**config.mk**
```make
export PLATFORM = sky130hd
export DESIGN_NAME = psg_audio_dac
export DESIGN_NICKNAME = d
export VERILOG_FILES = /design/src/rtl/psg_audio_dac.sv
export SDC_FILE = /design/constraint.sdc
export NUM_CORES = 1
export LEC_CHECK = 0
export CORE_MARGIN = 3
export CORE_UTILIZATION = 42
export CTS_CLUSTER_DIAMETER = 150
export DETAILED_ROUTE_END_ITERATION = 10
export PLACE_DENSITY = 0.68
export SETUP_SLACK_MARGIN = 0.05
export SYNTH_ARGS = -nofsm -noshare
export SYNTH_HDL_FRONTEND = slang
export SYNTH_SLANG_ARGS = --single-unit
```
**constraint.sdc**
```tcl
create_clock -name clock -period 5.25 [get_ports clock]
set_clock_uncertainty 0.2 [all_clocks]
set_input_delay 1.05 -clock clock [delete_from_list [all_inputs] [get_ports clock]]
set_output_delay 1.05 -clock clock [all_outputs]
set_load 0.01 [all_outputs]
```
**src/rtl/psg_audio_dac.sv**
```systemverilog
// PSG audio back end: box-car decimator, first-order DC blocker, volume/mute
// scaling and a first-order sigma-delta bitstream for the board audio pin.
module psg_audio_dac #(
    parameter int DECIM = 4,
    parameter int DCK   = 8
) (
    input  logic        clock,
    input  logic        reset,
    input  logic        ce,
    input  logic [13:0] mix,
    input  logic [1:0]  vol,
    input  logic        mute,
    output logic [15:0] sample,
    output logic        sample_valid,
    output logic        dac_out
);

    localparam int ACC_W = 14 + DECIM;
    localparam int DC_W  = 14 + DCK;
    // Mid-scale of the 0..12285 mix range, so the first samples do not thump.
    localparam logic [DC_W-1:0] DC_INIT = {14'd6142, {DCK{1'b0}}};

    logic [ACC_W-1:0]  acc;
    logic [ACC_W-1:0]  acc_sum;
    logic [DECIM-1:0]  cnt;
    logic              v1;
    logic [13:0]       avg;

    logic [DC_W-1:0]   dc_est;
    logic [13:0]       dc_int;
    logic signed [14:0]   diff;
    logic signed [DC_W:0] dc_err;
    logic signed [DC_W:0] dc_step;
    logic signed [DC_W:0] dc_next;
    logic signed [15:0]   scaled;

    logic [15:0]       sd_acc;
    logic [16:0]       sd_sum;

    assign acc_sum = acc + ACC_W'(mix);

    // NOTE: sequential state uses non-blocking assignments so every register
    // samples the pre-edge values of its neighbours, matching the hardware.
    always_ff @(posedge clock or posedge reset) begin
        if (reset) begin
            acc <= '0;
            cnt <= '0;
            v1  <= 1'b0;
            avg <= '0;
        end else begin
            v1 <= 1'b0;
            if (ce) begin
                if (cnt == '1) begin
                    avg <= acc_sum[ACC_W-1:DECIM];
                    acc <= '0;
                    cnt <= '0;
                    v1  <= 1'b1;
                end else begin
                    acc <= acc_sum;
                    cnt <= cnt + DECIM'(1);
                end
            end
        end
    end

    // Leaky integrator: dc_est moves 1/2^DCK of the way toward avg per sample.
    assign dc_int  = dc_est[DC_W-1:DCK];
    assign diff    = $signed({1'b0, avg}) - $signed({1'b0, dc_int});
    assign dc_err  = $signed({1'b0, avg, {DCK{1'b0}}}) - $signed({1'b0, dc_est});
    assign dc_step = dc_err >>> DCK;
    assign dc_next = $signed({1'b0, dc_est}) + dc_step;
    assign scaled  = $signed({diff, 1'b0}) >>> vol;

    always_ff @(posedge clock or posedge reset) begin
        if (reset) begin
            dc_est       <= DC_INIT;
            sample       <= '0;
            sample_valid <= 1'b0;
        end else begin
            sample_valid <= v1;
            if (v1) begin
                dc_est <= DC_W'(dc_next);
                sample <= mute ? 16'd0 : scaled;
            end
        end
    end

    // Offset-binary view of the signed sample: adding 32768 flips the MSB.
    assign sd_sum = {1'b0, sd_acc} + {1'b0, sample ^ 16'h8000};

    always_ff @(posedge clock or posedge reset) begin
        if (reset) begin
            sd_acc  <= '0;
            dac_out <= 1'b0;
        end else begin
            sd_acc  <= sd_sum[15:0];
            dac_out <= sd_sum[16];
        end
    end

endmodule

```
==> results_dict.tcl, run 1 <==
set metrics [dict create \
    slowest_delay_ps 550 \
    area_delta_synth_final_pct 11.4 \
    synth_top_area_share_pct 28.5 \
    end_kind "register" \
    grt_overflow 0 \
    crit_fanout 9 \
    worst_pin_slew_ps 930 \
    clockBufferDepth 2 \
    start_kind "register" \
    rsz0062_at_grt "no" \
    initial_core_util_pct 43.1 \
    nNetsFinal 897 \
    cp-startpoint "dc_est[10]$_DFFE_PP1P_" \
    drt-initial-drc-count 270 \
    ctsRootBufferMaster "clkbuf_16" \
    clock.fmax_mhz 227 \
    slew_headroom_pct 38.0 \
    hold_viol 0 \
    syn_inst 782 \
    cp_data_required_time_ps 5350 \
    numCtsBuffers 9 \
    path_cells "inv_1 -> ha_1 -> and4_4 -> nand4_1 -> nand3b_1 -> nand2_1 -> nand2_1 -> a21oi_1 -> xnor2_1 -> ha_1 -> a21oi_1 -> o21ai_0 -> a2111o_1 -> o21a_1 -> a2111oi_0 -> a311oi_1 -> nand4b_1" \
    synth_edf_count 0 \
    hold_class "register to register" \
    antenna_cells 0 \
    placed_area_mm2 0.00771 \
    final.min_clock_period_ps 4410 \
    htree_levels 3 \
    grt_pass1_wl_um 26900 \
    post_cts_buffers 0 \
    worstReg2RegStart "dc_est[10]$_DFFE_PP1P_" \
    ys_seq_elements 93 \
    rows 47 \
    path_clk_slew_ps 70 \
    arrival_ps 4500 \
    remaining_drc_errors 0 \
    ioPinCount 38 \
    placed_cells 1013 \
    synth_cell_types 77 \
    yosysWarnings 0 \
    setup_viol 0 \
    clock_sinks 93 \
    reg2reg_depth 17 \
    finalSetupTns_ps 0 \
    coreArea_mm2 0.0167 \
    track_usage_pct 17.9 \
    r2r_setup_slack_ps 840 \
    synth_area_mm2 0.00720 \
    die-area_mm2 0.0187 \
    timing.rr.end "dc_est[21]$_DFFE_PP0P_" \
    cts_tree "done" \
    drv_slew 0 \
    fin_area_mm2 0.00802 \
    critical_path_class "register to register" \
    die_y_um 137 \
    syn_area_per_cell_um2 9.20 \
    wl_um 16000 \
    yosysTopAreaCell "dfrtp_1" \
    fillers 1631 \
    dp_hpwl_um 12000 \
    grt_pass1_vias 5542 \
    ys_seq_area_share_pct 32.5 \
    ctsHoldBuffers 0 \
    ys_top_cells_by_area "dfrtp_1 (29%), ha_1 (12%), xnor2_1 (6.0%)" \
    endpoint "dc_est[21]$_DFFE_PP0P_" \
    antenna_found_initial 0 \
    die_w_um 137 \
    clk_latency_ps 360 \
    wire_per_inst_um 15.5 \
    grt_max_degree 74 \
    slowest_stage "dfstp_2" \
    place_congestion 0.887 \
    drt-pass1-iter-count 5 \
    drv_cap 0 \
    final_cells 1029 \
    period_share_pct 84.0 \
    drive_gt1_share_pct 7.05 \
    portBuffers 37 \
    vias 5819 \
    avgViaCountPerCell 5.66 \
    cts_resized 0 \
    multiInputGateArea_mm2 0.00451 \
    async_flop_share_pct 100 \
    synth_ff_type "dfrtp_1" \
    regArea_mm2 0.00234 \
    antenna_left 0 \
    syn-num-nets 875 \
    status "completed" \
]
-- layout make-up --
cell class | count | share of cell area [%]
well taps | 220 | 3.43
flip-flops and latches | 93 | 29.2
multi-input cells | 610 | 56.3
clock inverters | 4 | 0.593
clock buffers | 12 | 3.20
repair buffers | 41 | 4.99
inverters | 49 | 2.33
-- Yosys cell counts (all sizes together) (13+ instances only) --
library cell	n
ha	69
xor2	18
nand4	15
mux2i	15
inv	47
dfrtp	82
xnor2	49
nand2	59
nor2	52
o21ai	50
a21o	31
clkbuf	17
a21oi	54
buf	13
o2bb2ai	20
-- cell usage in the layout, fill, tap and decap left out, types with 5 or more instances in the layout --
cell type	synthesis	routed
dfrtp_1	82	82
ha_1	69	69
nand2_1	58	58
nor2_1	52	52
a21oi_1	52	52
xnor2_1	49	49
inv_1	47	46
o21ai_0	45	45
clkdlybuf4s50_1	0	37
a21o_1	30	30
o2bb2ai_1	20	20
xor2_1	18	18
mux2i_1	15	15
nand4_1	15	15
o21a_1	12	12
dfstp_2	11	11
nor2b_1	10	10
a211oi_1	10	10
nand3_1	10	10
o21bai_1	10	10
nor3_1	10	10
mux2_2	9	9
clkbuf_16	0	9
and3_1	7	7
a22o_1	6	6
o22ai_1	5	5
o211ai_1	5	5
o31ai_1	5	5
a31oi_1	5	5
and2_1	5	5
-- worst min-delay path by stage --
stage	startpoint	end	slack [ps]	depth (start not counted)
floorplan	v1$_DFF_PP0_	sample_valid$_DFF_PP0_	220	0
global placement	sd_acc[0]$_DFF_PP0_	sd_acc[0]$_DFF_PP0_	250	1
detailed placement	sd_acc[0]$_DFF_PP0_	sd_acc[0]$_DFF_PP0_	260	1
CTS	sd_acc[0]$_DFF_PP0_	sd_acc[0]$_DFF_PP0_	270	1
global route	sd_acc[0]$_DFF_PP0_	sd_acc[0]$_DFF_PP0_	280	1
finish	sd_acc[0]$_DFF_PP0_	sd_acc[0]$_DFF_PP0_	270	1
-- through the flow --
stage               util (%)  hold WS (ps)  setup WS (ps)
floorplan                  -           217           1370
global placement        46.2           253            951
detailed placement      46.2           260            909
CTS                     48.0           274            883
global route            48.0           277            565
finish                  48.0           268            842
-- sequential cells by signal, indices dropped and copies added, names as in the netlist --
signal,count
acc,18
avg,14
cnt,4
dac_out,1
dc_est,22
sample,16
sample_valid,1
sd_acc,16
v1,1
-- metal layers --
layer | part of all wire (%) | vias to the layer above | global-route usage [%]
li1 | - | 2920 | -
met1 | 48 | 2766 | 23.9
met2 | 47 | 117 | 29.7
met3 | 3.7 | 16 | 3.31
met4 | 1.3 | 0 | 5.27
met5 | 0 | - | 0
-- critical path, delay by kind of cell (launching register included) --
family                   cells  cell delay (ps)
AO/OA/AOI/OAI                7             1630
adder cells (fa/ha/maj)      2              800
AND/OR/NAND/NOR              6              890
XOR/XNOR                     1              230
buffers and inverters        1               60
flip-flops                   1              550
-- cells by family (layout without fill, tap and decap cells) --
family                     after synthesis  in the layout  share of synthesized area [%]
xor gates and xnor gates                67             67                           8.15
adders and majority gates               73             73                           13.1
muxes                                   25             25                           3.81
AOI/OAI and AO/OA                      257            257                           24.9
buffers and inverters                   79            106                           4.83
and+or+nand+nor                        188            188                           12.7
DFF                                     93             93                           32.5
Power of run 1 is not shown: default switching activity piles up to over one toggle a cycle in this logic, so the estimate is an artifact.
==> run 2, diff against run 1 <==
--- a/config.mk
+++ b/config.mk
@@ -9,7 +9,7 @@
 export CORE_UTILIZATION = 42
 export CTS_CLUSTER_DIAMETER = 150
 export DETAILED_ROUTE_END_ITERATION = 10
-export PLACE_DENSITY = 0.68
+export PLACE_DENSITY = 0.71
 export SETUP_SLACK_MARGIN = 0.05
 export SYNTH_ARGS = -nofsm -noshare
 export SYNTH_HDL_FRONTEND = slang
==> constraint.sdc (replaced) <==
create_clock -name clock -period 3.7 [get_ports clock]
set_clock_uncertainty 0.2 [all_clocks]
set_input_delay 0.74 -clock clock [delete_from_list [all_inputs] [get_ports clock]]
set_output_delay 0.74 -clock clock [all_outputs]
set_load 0.01 [all_outputs]
==> run 2 against run 1 <==
  * The run now ends with setup timing left
  * Via count grew 12%
  * Sequential share of layout area is 4.3 points lower
  * Cell area rose by 17%
  * Global-route usage up 1.4 points
  * Worst setup slack lost 1100 ps
  * Count of clock-buffer cells in the layout is 1 lower
==> results_dict.tcl, run 2 (synthesis results as in run 1) <==
set metrics [dict create \
    status "finished with violations" \
    violations "setup timing" \
    hold_viol 0 \
    portBuffers 37 \
    wire_per_inst_um 16.0 \
    critical_path_class "register to register" \
    mostFrequentLayoutCells "buf_4 (130), dfrtp_1 (82), ha_1 (60), nand2_1 (56), nor2_1 (52)" \
    vias 6513 \
    die_w_um 137 \
    grt_pass1_vias 6222 \
    cp_data_required_time_ps 3730 \
    drt-pass1-iter-count 4 \
    die-area_mm2 0.0187 \
    fillers 1443 \
    htree_levels 3 \
    avgViaCountPerCell 5.62 \
    drv_cap 0 \
    final_util_pct 56.3 \
    path_clk_slew_ps 70 \
    ctsHoldBuffers 0 \
    ctsRootBufferMaster "clkbuf_16" \
    end_kind "register" \
    die_y_um 137 \
    grt_max_degree 56 \
    drive_gt1_share_pct 26.1 \
    layout_commonest_cell "buf_4" \
    cts_tree "done" \
    antenna_found_initial 0 \
    slew_headroom_pct 52.8 \
    clock.fmax_mhz 251 \
    antenna_cells 0 \
    timing.rr.end "dc_est[19]$_DFFE_PP0P_" \
    coreArea_mm2 0.0167 \
    rows 47 \
    nNetsFinal 1027 \
    drv_slew 0 \
    hp-start "sd_acc[0]$_DFF_PP0_" \
    rsz0062_at_grt "yes" \
    grt_overflow 0 \
    start_kind "register" \
    setup_ws_ps -283 \
    initial_core_util_pct 43.1 \
    remaining_drc_errors 0 \
    setup_viol 11 \
    reg2reg_depth 19 \
    final_cells 1159 \
    drt-initial-drc-count 344 \
    worst_pin_slew_ps 706 \
    worstReg2RegStart "dc_est[13]$_DFFE_PP1P_" \
    ioPinCount 38 \
    antenna_left 0 \
    numCtsBuffers 9 \
    dp_slack_ps -193 \
    largest_reg_flops 22 \
    r2r_setup_slack_ps -280 \
    regArea_mm2 0.00234 \
    crit_fanout 4 \
    arrival_ps 4010 \
    track_usage_pct 19.3 \
    placed_cells 1118 \
    min_to "sd_acc[0]$_DFF_PP0_" \
    regMostFlops "dc_est" \
    place_congestion 0.898 \
    clockBufferDepth 2 \
    final.min_clock_period_ps 3980 \
    period_share_pct 108 \
    reg_top3 "dc_est: 22 flops, acc: 18 flops" \
    wl_um 18600 \
    grt_pass1_wl_um 29100 \
    multiInputGateArea_mm2 0.00492 \
    clock_sinks 93 \
    area_delta_synth_final_pct 30.7 \
    hold_depth 1 \
    dp_hpwl_um 13100 \
    hold_class "register to register" \
    clk_latency_ps 360 \
]
## run 2: cell count changes in the layout (fill, tap and decap cells not counted), sizes merged
cell	before	now
buf	4	134
bufinv	1	0
clkbuf	12	11
clkinv	4	6
## run 2: timing repair
| action | in CTS | in global routing |
|---|---|---|
| resized for setup | 34 | 34 |
| buffers inserted | 23 | 7 |
| pin swaps | 28 | 30 |
| setup endpoints to repair | 10 | 14 |
## run 2: layout make-up
cell class              count  share of cell area (%)
repair buffers            171                    14.9
flip-flops and latches     93                    24.9
clock inverters             5                   0.372
well taps                 220                    2.93
multi-input cells         610                    52.3
clock buffers              11                    2.69
inverters                  49                    1.98
## run 2: worst max path at each step
stage	startpoint	slack, ps	endpoint
after floorplan	dc_est[10]$_DFFE_PP1P_	-30	dc_est[21]$_DFFE_PP0P_
after global placement	dc_est[11]$_DFFE_PP1P_	-100	dc_est[15]$_DFFE_PP1P_
after detailed placement	dc_est[11]$_DFFE_PP1P_	-190	dc_est[19]$_DFFE_PP0P_
after CTS	dc_est[13]$_DFFE_PP1P_	-110	dc_est[21]$_DFFE_PP0P_
after global routing	dc_est[13]$_DFFE_PP1P_	-410	dc_est[15]$_DFFE_PP1P_
final	dc_est[13]$_DFFE_PP1P_	-280	dc_est[19]$_DFFE_PP0P_
## run 2: through the flow
stage	hold slack [ps]	instance area, um2	TNS, ps
after floorplan	217	7250	-55.3
after detailed placement	261	8560	-1390
final	270	9410	-2010
after global placement	253	8560	-566
after CTS	275	9200	-263
after global routing	306	9410	-3600
## run 2: worst max-delay path, stage by stage, from the launching register on
cell and delay (ps):
dfstp_2 540, inv_2 60, ha_4 250, a21oi_2 160, o21ai_2 90, nand3b_1 250, a21oi_2 230, inv_1 80
a21oi_2 170, xnor2_1 80, ha_1 330, o21ai_2 90, buf_4 140, o211ai_1 250, o311a_4 330, o21ai_4 70
a21oi_2 140, buf_4 130, mux2i_1 180, mux2i_1 90
## run 2: metal layers
metal | global-route usage [%] | share of wire, % | up-vias
met1 | 24.6 | 45 | 3141
met4 | 7.21 | 2.4 | 0
li1 | - | - | 3186
met3 | 3.31 | 4.0 | 35
met2 | 32.8 | 48 | 151
met5 | 0 | 0 | -
Power of run 2 is left out for the same reason.
==> run 3, diff against run 2 <==
--- a/config.mk
+++ b/config.mk
@@ -5,6 +5,7 @@
 export SDC_FILE = /design/constraint.sdc
 export NUM_CORES = 1
 export LEC_CHECK = 0
+export CAP_MARGIN = 15
 export CORE_MARGIN = 3
 export CORE_UTILIZATION = 42
 export CTS_CLUSTER_DIAMETER = 150
==> results of run 3 <==
Final layout, timing and power as in run 2 (identical DEF).
Power of run 3 is left out for the same reason.
==> variant 1: new RTL, settings of run 2 <==
Put one more register stage on the output `sample`, with the module's reset. The value now appears one clock later. The other outputs are not delayed to match.
--- a/src/rtl/psg_audio_dac.sv
+++ b/src/rtl/psg_audio_dac.sv
@@ -20,4 +20,6 @@
     // Mid-scale of the 0..12285 mix range, so the first samples do not thump.
     localparam logic [DC_W-1:0] DC_INIT = {14'd6142, {DCK{1'b0}}};
+
+    logic [15:0] sample_s0;
 
     logic [ACC_W-1:0]  acc;
@@ -75,5 +77,5 @@
         if (reset) begin
             dc_est       <= DC_INIT;
-            sample       <= '0;
+            sample_s0    <= '0;
             sample_valid <= 1'b0;
         end else begin
@@ -81,5 +83,5 @@
             if (v1) begin
                 dc_est <= DC_W'(dc_next);
-                sample <= mute ? 16'd0 : scaled;
+                sample_s0 <= mute ? 16'd0 : scaled;
             end
         end
@@ -87,5 +89,5 @@
 
     // Offset-binary view of the signed sample: adding 32768 flips the MSB.
-    assign sd_sum = {1'b0, sd_acc} + {1'b0, sample ^ 16'h8000};
+    assign sd_sum = {1'b0, sd_acc} + {1'b0, sample_s0 ^ 16'h8000};
 
     always_ff @(posedge clock or posedge reset) begin
@@ -99,4 +101,12 @@
     end
 
+    always_ff @(posedge clock or posedge reset) begin
+        if (reset) begin
+            sample <= '0;
+        end else begin
+            sample <= sample_s0;
+        end
+    end
+
 endmodule
 
Behaviour: same outputs for any inputs over 10 cycles, from zero or initial values and one cycle with reset high; that may be too few to reach the edited logic, so the function may still have changed.
==> variant 1 against run 2 <==
- the flow still finishes with violations (negative setup slack)
- cell area increased by 3.4%
- routed wire length decreased by 1.6%
- non-clock buffer count down 13
- synthesized area increased by 4.2%
- sequential cell count is 16 higher
- synthesized cell count shrank 0.38%
- worst setup slack better by 0.056 ns
- core utilization down 0.49 points
- critical endpoint is now dc_est[18]$_DFFE_PP1P_
- largest cell class unchanged
Power is left out: the tool's default activity adds up to more than one toggle a clock period on the data nets, which glitch-free logic cannot reach.
==> variant 1: results (changes against run 2) <==
<table>
<tr><th>Metric</th><th>Value</th></tr>
<tr><th colspan="2">STA</th></tr>
<tr><td>Final setup violation count</td><td>9 (-2)</td></tr>
<tr><td>Final worst setup slack</td><td>-0.2270 ns (+0.05576 ns)</td></tr>
<tr><td>Slew HR</td><td>52.40% (-0.38 points)</td></tr>
<tr><th colspan="2">Cells and area</th></tr>
<tr><td>Ratio of cells with drive above 1 in the final layout</td><td>26.76% (+0.67 points)</td></tr>
<tr><td>Final layout net count</td><td>1,011 (-1.6%)</td></tr>
<tr><th colspan="2">Logic synthesis</th></tr>
<tr><td>Most frequent cells after synthesis</td><td>sky130_fd_sc_hd__dfrtp_1, sky130_fd_sc_hd__ha_1, sky130_fd_sc_hd__nand2_1</td></tr>
<tr><td>Compound-cell area share of the yosys netlist</td><td>22.13% (-2.8 points)</td></tr>
<tr><td>Post-Syn Nets</td><td>872 (-0.34%)</td></tr>
<tr><th colspan="2">Outcome</th></tr>
<tr><td>Run status</td><td>finished with violations</td></tr>
<tr><td>Violations in the final reports</td><td>negative setup slack</td></tr>
<tr><th colspan="2">Setup path</th></tr>
<tr><td>Endpoint of the most critical setup path</td><td>dc_est[18]$_DFFE_PP1P_</td></tr>
<tr><td>Crit path from</td><td>dc_est[10]$_DFFE_PP1P_</td></tr>
<tr><td>Critical path peak fanout</td><td>7 (+3)</td></tr>
<tr><td>Reg-to-Reg Start</td><td>dc_est[10]$_DFFE_PP1P_</td></tr>
<tr><td>Length in cells of the worst reg-to-reg path</td><td>16 (-3)</td></tr>
<tr><th colspan="2">Placement</th></tr>
<tr><td>Cell area after placement</td><td>0.008935 mm2 (+4.4%)</td></tr>
<tr><td>GP Congestion</td><td>0.9655 (+7.5%)</td></tr>
<tr><td>Detailed placer's ending HPWL</td><td>13.31 mm (+2.0%)</td></tr>
<tr><th colspan="2">Route</th></tr>
<tr><td>TritonRoute pass-1 iters</td><td>6 (+2)</td></tr>
<tr><td>Post-DR vias/cell</td><td>5.548 (-1.3%)</td></tr>
<tr><td>Routed length on met1</td><td>8.394 mm (about the same)</td></tr>
<tr><th colspan="2">GRT</th></tr>
<tr><td>Met3 Usage GRT</td><td>3.574% (+0.27 points)</td></tr>
<tr><td>Aggregate global-route resource usage</td><td>18.67% (-0.64 points)</td></tr>
<tr><th colspan="2">Hold path</th></tr>
<tr><td>Hold path startpoint</td><td>sample_s0[15]$_DFFE_PP0P_</td></tr>
<tr><td>Capture endpoint of the worst hold path</td><td>sample[15]$_DFF_PP0_</td></tr>
</table>
-- variant 1: cell types whose count changed after synthesis, sizes merged, moves of 5 or more --
cell / change
clkbuf: +6
o2bb2ai: -5
buf: -6
dfrtp: +16
and3: -5
a22oi: -5
nand4: -5
a21o: -15
inv: -6
or2: +7
o21ai: +10
-- variant 1: cell type report --
| type | count | area share, % |
|---|---|---|
| Clock inverter | 7 | 1.107 |
| Multi-Input combinational cell | 598 | 50.44 |
| Clock buffer | 9 | 2.316 |
| Inverter | 42 | 1.660 |
| Tap cell | 225 | 2.895 |
| Timing Repair Buffer | 158 | 13.39 |
| Sequential cell | 109 | 28.19 |
-- variant 1: critical path: cells and delay by family (launching register included) --
kind | cells | cell delay (ns)
AOI/OAI and AO/OA | 7 | 1.35
xor gates and xnor gates | 1 | 0.26
adders and majority gates | 2 | 0.48
buffers and inverters | 1 | 0.05
DFF | 1 | 0.55
and+or+nand+nor | 5 | 0.99
==> variant 2: new RTL, config.mk and constraints of run 2 <==
Made on the original files. The parameter `DECIM` goes from 4 to 2.
--- a/src/rtl/psg_audio_dac.sv
+++ b/src/rtl/psg_audio_dac.sv
@@ -2,5 +2,5 @@
 // scaling and a first-order sigma-delta bitstream for the board audio pin.
 module psg_audio_dac #(
-    parameter int DECIM = 4,
+    parameter int DECIM = 2,
     parameter int DCK   = 8
 ) (
Function: changed (a bounded check fails within 10 cycles, from zero or initial values and one cycle with reset high).
==> variant 2 against run 2 <==
- synthesized cell count fell by 6.1%
- hold slack barely moved
- critical path depth did not move
- sequential share of layout area rose by 0.61 points
- global-route usage fell by 0.99 points
- cell area fell by 6.6%
- the flow still finishes with violations (negative setup slack)
- synthesized area fell by 7.5%
- worst setup slack got worse by 0.098 ns
- core utilization rose by 0.85 points
- largest cell class unchanged
- critical path type unchanged
- routed wire length fell by 14%
- sequential cell count fell by 4
Power is not shown: default switching activity piles up to over one toggle a cycle in this logic, so the estimate is an artifact.
==> variant 2: results (changes against run 2) <==
<table>
<tr><th>Metric</th><th>Value</th></tr>
<tr><th colspan="2">STA</th></tr>
<tr><td>Final worst setup slack</td><td>-0.3810 ns (-0.09816 ns)</td></tr>
<tr><td>Worst Tran Pin Value</td><td>0.8588 ns (+0.1531 ns)</td></tr>
<tr><td>Final TNS setup</td><td>-1.754 ns (+0.2553 ns)</td></tr>
<tr><td>Final setup violation count</td><td>8 (-3)</td></tr>
<tr><th colspan="2">Placement</th></tr>
<tr><td>Cell area after placement</td><td>0.008025 mm2 (-6.3%)</td></tr>
<tr><td>Worst slack, placed</td><td>-0.3599 ns (-0.1672 ns)</td></tr>
<tr><td>GP Congestion</td><td>0.9062 (+0.89%)</td></tr>
<tr><td>Detailed placer's ending HPWL</td><td>11.62 mm (-11%)</td></tr>
<tr><th colspan="2">Logic synthesis</th></tr>
<tr><td>Ranking of synthesized cells by area</td><td>sky130_fd_sc_hd__dfrtp_1, sky130_fd_sc_hd__ha_1, sky130_fd_sc_hd__xnor2_1</td></tr>
<tr><td>Portion of the post-synthesis area used by sequential elements</td><td>33.67% (+1.1 points)</td></tr>
<tr><td>Most frequent cells after synthesis</td><td>sky130_fd_sc_hd__dfrtp_1, sky130_fd_sc_hd__ha_1, sky130_fd_sc_hd__nand2_1</td></tr>
<tr><td>Post-Syn Nets</td><td>827 (-5.5%)</td></tr>
<tr><th colspan="2">Clocking</th></tr>
<tr><td>Number of gates resized after CTS</td><td>27 (-21%)</td></tr>
<tr><td># Post-CTS Setup Buffers</td><td>8 (-65%)</td></tr>
<tr><th colspan="2">GRT</th></tr>
<tr><td>Routing usage on met1</td><td>24.10% (-0.52 points)</td></tr>
<tr><td>Vias in the first global route</td><td>5,653 (-9.1%)</td></tr>
<tr><td>First-pass GRT wire length</td><td>26.48 mm (-9.1%)</td></tr>
<tr><td>M2 GR Usage</td><td>30.02% (-2.8 points)</td></tr>
<tr><td>Aggregate global-route resource usage</td><td>18.32% (-0.99 points)</td></tr>
<tr><td>Met3 Usage GRT</td><td>3.931% (+0.62 points)</td></tr>
<tr><th colspan="2">Setup path</th></tr>
<tr><td>Endpoint of the most critical setup path</td><td>dc_est[20]$_DFFE_PP1P_</td></tr>
<tr><td>Crit path from</td><td>dc_est[9]$_DFFE_PP1P_</td></tr>
<tr><td>WP data arrival</td><td>4.16 ns (+0.15 ns)</td></tr>
<tr><th colspan="2">Route</th></tr>
<tr><td>Routed met3 length</td><td>589 um (-21%)</td></tr>
<tr><td>Initial detailed-routing violation count</td><td>255 (-26%)</td></tr>
<tr><td>Routed length on met1</td><td>7.519 mm (-10%)</td></tr>
<tr><td>Vias after detailed routing</td><td>5,812 (-11%)</td></tr>
<tr><th colspan="2">Cells and area</th></tr>
<tr><td>Ratio of cells with drive above 1 in the final layout</td><td>26.11% (about the same)</td></tr>
<tr><th colspan="2">Outcome</th></tr>
<tr><td>Violations in the final reports</td><td>negative setup slack</td></tr>
<tr><td>Run status</td><td>finished with violations</td></tr>
</table>
==> variant 2: cell count changes in the layout (fill, tap and decap cells not counted), moves of 4 or more <==
cell and change:
sky130_fd_sc_hd__buf_4 -22, sky130_fd_sc_hd__a21o_1 -11, sky130_fd_sc_hd__nand4_1 -11, sky130_fd_sc_hd__inv_1 +9, sky130_fd_sc_hd__ha_1 -6, sky130_fd_sc_hd__nand2_1 +6, sky130_fd_sc_hd__xnor2_1 -6, sky130_fd_sc_hd__and2_1 -5
sky130_fd_sc_hd__ha_2 +5, sky130_fd_sc_hd__a21oi_1 -4, sky130_fd_sc_hd__dfrtp_1 -4, sky130_fd_sc_hd__or3_1 +4
==> variant 2: layout make-up <==
| class | count | area (um2) | share of cell area [%] |
|---|---|---|---|
| clock buffer | 10 | 239.0 | 2.719 |
| multi-input combinational | 564 | 4474 | 50.91 |
| tap | 211 | 264.0 | 3.004 |
| sequential | 89 | 2241 | 25.50 |
| timing repair buffer | 152 | 1269 | 14.44 |
| inverter | 56 | 211.5 | 2.406 |
| clock inverter | 6 | 90.09 | 1.025 |
==> variant 2: kinds of logic (layout without fill, tap and decap cells) <==
family | Yosys count | in the layout | share of synthesized area (%)
buffers and inverters | 81 | 224 | 5.000
xor gates and xnor gates | 60 | 60 | 7.895
DFF | 89 | 89 | 33.67
AOI/OAI and AO/OA | 224 | 224 | 22.73
and+or+nand+nor | 183 | 183 | 12.73
muxes | 24 | 24 | 3.816
adders and majority gates | 73 | 73 | 14.17
==> variant 2: per-stage QoR <==
step                      util [%]  std cells  hold WS, ns
after floorplan                  -        734       0.2375
after global placement       52.21       1059       0.2532
after detailed placement     52.21       1059       0.2599
after CTS                    55.51       1083       0.2743
after global routing         57.18       1088       0.3102
final                        57.18       1088       0.2705
